<file path="config.mk">
export PLATFORM = sky130hd
export DESIGN_NAME = ls132r_rr_arbiter
export DESIGN_NICKNAME = d
export VERILOG_FILES = /design/src/rtl/ls132r_rr_arbiter.sv
export SDC_FILE = /design/constraint.sdc
export NUM_CORES = 1
export LEC_CHECK = 0
export ABC_AREA = 1
export BUFFER_PORTS_ARGS = -buffer_cell sky130_fd_sc_hd__buf_2
export CELL_PAD_IN_SITES_DETAIL_PLACEMENT = 1
export CELL_PAD_IN_SITES_GLOBAL_PLACEMENT = 1
export CORE_MARGIN = 2
export CORE_UTILIZATION = 40
export DETAILED_ROUTE_END_ITERATION = 8
export PLACE_DENSITY = 0.86
export SKIP_LAST_GASP = 1
export SLEW_MARGIN = 10
export SYNTH_ARGS = -nofsm -noshare
export SYNTH_HDL_FRONTEND = slang
export SYNTH_SLANG_ARGS = --single-unit
</file>
<file path="constraint.sdc">
create_clock -name clock -period 5 [get_ports clock]
set_clock_uncertainty 0.15 [all_clocks]
set_input_delay 0.5 -clock clock [delete_from_list [all_inputs] [get_ports clock]]
set_output_delay 0.5 -clock clock [all_outputs]
set_load 0.02 [all_outputs]
</file>
<file path="src/rtl/ls132r_rr_arbiter.sv">
// ls132r_rr_arbiter
// N-way arbiter with a registered one-hot grant, a valid/ready handshake
// toward the shared resource, optional round-robin priority and grant locking
// bounded by MAX_LOCK consecutive transfers.
//
// Ports
//   clock      : single clock, rising edge
//   reset      : asynchronous, active-high
//   req[N]     : request per requester (held until accepted)
//   lock[N]    : requester wants to keep the grant after its transfer
//   gnt_ready  : resource accepts the presented grant this cycle
//   gnt[N]     : registered one-hot grant, zero when gnt_valid=0
//   gnt_idx    : binary index of gnt, zero when gnt_valid=0
//   gnt_valid  : a grant is presented
//
// state  | meaning
// IDLE   | no grant presented, waiting for any request
// GRANT  | grant presented, held until the resource accepts it
// LOCKED | same holder re-granted after a locked transfer
module ls132r_rr_arbiter #(
    parameter int N        = 8,
    parameter int IDX_W    = 3,
    parameter int RR       = 1,
    parameter int MAX_LOCK = 4
) (
    input  logic             clock,
    input  logic             reset,
    input  logic [N-1:0]     req,
    input  logic [N-1:0]     lock,
    input  logic             gnt_ready,
    output logic [N-1:0]     gnt,
    output logic [IDX_W-1:0] gnt_idx,
    output logic             gnt_valid
);

    typedef enum logic [1:0] {
        IDLE   = 2'd0,
        GRANT  = 2'd1,
        LOCKED = 2'd2
    } state_t;

    state_t            state_q;
    state_t            state_d;

    logic [IDX_W-1:0]  ptr;
    logic [IDX_W-1:0]  ptr_d;
    logic [7:0]        lcnt;
    logic [7:0]        lcnt_d;
    logic [N-1:0]      gnt_d;
    logic [IDX_W-1:0]  gnt_idx_d;
    logic              gnt_valid_d;

    logic              any_req;
    logic              xfer;
    logic              keep;
    logic              rel;
    logic [IDX_W-1:0]  ptr_after;
    logic [IDX_W-1:0]  arb_ptr;
    logic [N-1:0]      rot;
    logic [IDX_W:0]    off;
    logic [IDX_W:0]    sum;
    logic [IDX_W-1:0]  win_idx;

    assign any_req = |req;
    assign xfer    = gnt_valid & gnt_ready;

    // The holder keeps the grant only while it still requests, asks to lock,
    // and has not used up its MAX_LOCK transfers.
    assign keep = (|(gnt & lock & req)) &
                  (({1'b0, lcnt} + 9'd1) < 9'(MAX_LOCK));
    assign rel  = xfer & ~keep;

    // Pointer moves just past the releasing holder, wrapping at N (not 2^IDX_W).
    always_comb begin
        ptr_after = '0;
        if (RR != 0) begin
            if (gnt_idx == IDX_W'(N - 1))
                ptr_after = '0;
            else
                ptr_after = gnt_idx + IDX_W'(1);
        end
    end

    // On a release the new pointer is used in the same cycle so the next
    // grant follows without a bubble.
    assign arb_ptr = rel ? ptr_after : ptr;

    // Rotate so arb_ptr sits at bit 0, find the first one, rotate back mod N.
    always_comb begin
        rot = N'({req, req} >> arb_ptr);
        off = '0;
        for (int j = N - 1; j >= 0; j--) begin
            if (rot[j])
                off = (IDX_W + 1)'(j);
        end
        sum = {1'b0, arb_ptr} + off;
        if (sum >= (IDX_W + 1)'(N))
            sum = sum - (IDX_W + 1)'(N);
        win_idx = sum[IDX_W-1:0];
    end

    always_ff @(posedge clock or posedge reset) begin
        if (reset) begin
            state_q   <= IDLE;
            ptr       <= '0;
            lcnt      <= '0;
            gnt       <= '0;
            gnt_idx   <= '0;
            gnt_valid <= 1'b0;
        end else begin
            state_q   <= state_d;
            ptr       <= ptr_d;
            lcnt      <= lcnt_d;
            gnt       <= gnt_d;
            gnt_idx   <= gnt_idx_d;
            gnt_valid <= gnt_valid_d;
        end
    end

    always_comb begin
        state_d = state_q;
        case (state_q)
            IDLE: begin
                if (any_req)
                    state_d = GRANT;
            end
            GRANT, LOCKED: begin
                if (xfer) begin
                    if (keep)
                        state_d = LOCKED;
                    else if (any_req)
                        state_d = GRANT;
                    else
                        state_d = IDLE;
                end
            end
            default: state_d = IDLE;
        endcase
    end

    // Next values of the output and pointer/counter flops.
    always_comb begin
        gnt_d       = gnt;
        gnt_idx_d   = gnt_idx;
        gnt_valid_d = gnt_valid;
        ptr_d       = ptr;
        lcnt_d      = lcnt;
        case (state_q)
            IDLE: begin
                if (any_req) begin
                    gnt_d       = N'(1) << win_idx;
                    gnt_idx_d   = win_idx;
                    gnt_valid_d = 1'b1;
                end
            end
            GRANT, LOCKED: begin
                if (xfer && keep) begin
                    lcnt_d = lcnt + 8'd1;
                end else if (rel) begin
                    ptr_d  = ptr_after;
                    lcnt_d = '0;
                    if (any_req) begin
                        gnt_d       = N'(1) << win_idx;
                        gnt_idx_d   = win_idx;
                        gnt_valid_d = 1'b1;
                    end else begin
                        gnt_d       = '0;
                        gnt_idx_d   = '0;
                        gnt_valid_d = 1'b0;
                    end
                end
            end
            default: begin
                gnt_d       = '0;
                gnt_idx_d   = '0;
                gnt_valid_d = 1'b0;
                ptr_d       = '0;
                lcnt_d      = '0;
            end
        endcase
    end

endmodule
</file>
==> out/results.tsv <==
stage	metric	value	unit
clock_network	htree depth	1	
clock_network	# hold bufs at CTS	0	
sta	worst hold margin	277	ps
placed_design	IO Port Bufs	30	
clock_network	CTS sink count	25	
sta	setup_tns	0	ps
drt	# DRC	0	
synthesis	Compound-Gate Fraction of Synth Area	5.90	%
placed_design	GP Congestion	0.882	
sta	Least-Margin Pin Slew	969	ps
global_routing	pin count of the biggest net entering global routing	26	
power_and_ir_drop	worst-case vdd ir drop	314	µV
floorplan	die height	74.6	µm
hold_path	Hold Path Class	primary input to asynchronous set/reset pin	
sta	final hold violations	0	
synthesis	top cell type by total area after synthesis	dfrtp_1	
synthesis	main combinational cell family by area after synthesis	simple AND/OR/NAND/NOR gates	
synthesis	Main synth FF type	dfrtp_1	
drt	Detail Route met3 WL	199	µm
drt	Final ANT Viol Nets	0	
worst_setup_path	top cell family by delay on the critical path	simple AND/OR/NAND/NOR gates	
drt	DR top layer	met4	
drt	first-pass detailed-route iteration total	4	
synthesis	top-count cell post-synth	nand2_1	
global_routing	vias in the first global route	2156	
sta	crit path time final	4250	ps
synthesis	area share of the largest cell type after synthesis	31.4	%
drt	DRT iter0 DRCs	84	
worst_setup_path	Setup crit start kind	flop	
drt	Metal-1 WL	2840	µm
global_routing	first-pass GRT wire length	10400	µm
worst_setup_path	Arr. time, crit path	4320	ps
layout	antenna cell count	0	
worst_setup_path	Largest stage delay, worst path	480	ps
synthesis	post-synthesis mux area share	0	%
synthesis	Synth Area in XOR/XNOR	0.439	%
layout	Finished Layout Cells	401	
synthesis	share of flip-flops with an asynchronous set or reset	100	%
synthesis	Post-synth top cells	nand2_1 (100), nand3_1 (49), inv_1 (32)	
placed_design	Post-Place Cells	397	
global_routing	GRT Total Usage	24.0	%
synthesis	Yosys cell types	29	
synthesis	flops & latches, synth	25	
floorplan	Rows	25	
clock_network	Setup Fix Bufs, Post-CTS	0	
synthesis	syn nets	326	
drt	vias	2111	
worst_setup_path	Critical Path End Type	flop	
global_routing	remaining global-route overflow	0	
worst_setup_path	Crit path required time	5070	ps
synthesis	Ys Warns	0	
clock_network	clock root cell	clkbuf_8	
floorplan	I/O Pins	31	
sta	Max Clk Rate	0.235	GHz
flow_run	Max-Cap Viols	0	
synthesis	simple-gate share of the synthesized area	51.0	%
global_routing	initial antenna violation count	0	
power_and_ir_drop	Leak	0.00126	µW
floorplan	Initial Util	41.9	%
layout	final net count	360	
floorplan	die area	5560	µm²
synthesis	synth top area cells	dfrtp_1 (31%), nand2_1 (19%), nand3_1 (12%)	
worst_setup_path	crit-path max FO	12	
drt	met2 wire len	2940	µm
sta	final period utilization	85.0	%
drt	Via density	5.26	
layout	share of cells above drive strength 1	19.8	%
worst_setup_path	Slowest cell on crit path	o21ai_2	
synthesis	mapped cell area	1990	µm²
clock_network	CTS buffer count	3	
floorplan	Chip Width	74.6	µm
worst_setup_path	WS Path Type	flop to flop	
sta	Max Slew Vio Count	0	
clock_network	Max clock buf depth	2	
worst_setup_path	Top cell by count, worst path	nand2_1	
synthesis	Mean Syn Cell Area	6.62	µm²
synthesis	post-synthesis cell count	301	
clock_network	clock slew at reported path FFs	100	ps
clock_network	post-CTS sizing	0	
drt	Routed wire per std cell	15.1	µm
synthesis	EDFF count, synth	0	
clock_network	Clock Latency Late Sink	280	ps
sta	Setup Viol. Count Final	0	
drt	DRT Wirelength	6060	µm
sta	RSZ-0062 raised after global routing	false	
placed_design	DPL Wire Length	4910	µm
worst_setup_path	Buffers & Inverters on Critical Path	4	
layout	Area Growth Syn to Fin	14.1	%
sta	slew margin rel.	35.3	%
synthesis	Synth Area in Adders	4.14	%
clock_network	CTS tree	done	
outcome	status	complete, no violations	
synthesis	sequential fraction of the synthesis area	31.4	%
layout	fin util	47.8	%
power_and_ir_drop	Power Dens Cells	660	nW/µm²
floorplan	Core Area	4750	µm²
worst register-to-register path: cells and delay by family (launching register included):
family,cells,cell delay (ps)
AND/OR/NAND/NOR,20,1830
adder cells (fa/ha/maj),2,620
AO/OA/AOI/OAI,1,480
buffers and inverters,4,430
flip-flops,1,410
XOR/XNOR,1,280
final cells by class:
| type | count | area (µm²) |
|---|---|---|
| tap | 67 | 83.8 |
| timing repair buffer | 31 | 158 |
| clock buffer | 3 | 41.3 |
| multi-input combinational | 240 | 1230 |
| clock inverter | 1 | 8.76 |
| inverter | 34 | 130 |
| sequential | 25 | 626 |
| fill | 678 | 2480 |
metrics by stage:
step	setup slack [ps]	power, µW	area, µm²
final	752	1500	2270
after global routing	346	1670	2270
after floorplan	1480	1100	1990
after detailed placement	799	1370	2220
after global placement	1030	1330	2220
after CTS	759	1510	2270
routing by layer:
metal	vias up	global-route usage, %
met5	-	0
met4	0	2.78
met3	10	3.93
met2	33	41.5
met1	1029	32.7
li1	1039	-
sequential cells by signal (all words and copies together) (netlist names):
register   cells
lcnt           8
gnt_valid      1
gnt            8
ptr            3
gnt_idx        3
state_q        2
layout by cell type, fill, tap and decap left out, types with 3 or more instances in the layout:
cell / instances
nand2_2: 13
nand3_1: 49
nor2_2: 3
clkbuf_8: 3
ha_1: 5
dfrtp_1: 25
nor2_1: 25
nand4_1: 7
a21oi_1: 3
nand2_4: 3
nand2_1: 100
buf_2: 30
inv_1: 32
o21ai_0: 13
cell families after synthesis:
| logic type | after synthesis |
|---|---|
| AO/OA/AOI/OAI | 21 |
| adder cells (fa/ha/maj) | 6 |
| AND/OR/NAND/NOR | 212 |
| XOR/XNOR | 1 |
| flip-flops | 25 |
| buffers and inverters | 36 |
worst paths after layout:
path / start / to / slack, ps / cells past startpoint
hold reg to reg: ptr[1] / ptr[1] / 370 / 2
max in group asynchronous: reset / lcnt[5] / 3830 / 2
min in group clock: ptr[1] / ptr[1] / 370 / 2
hold / removal: reset / gnt[0] / 280 / 2
setup / recovery: lcnt[0] / gnt[1] / 750 / 28
setup reg to reg: lcnt[0] / gnt[1] / 750 / 28
where the power goes:
| group | internal (µW) | leakage [µW] | total [µW] | switching (µW) |
|---|---|---|---|---|
| Sequential | 249 | 0.000337 | 284 | 35.1 |
| Clock | 58.5 | 0.0000261 | 131 | 72.2 |
| Combinational | 332 | 0.000895 | 1080 | 753 |
Note: power is estimated with default switching activity, not from simulation.
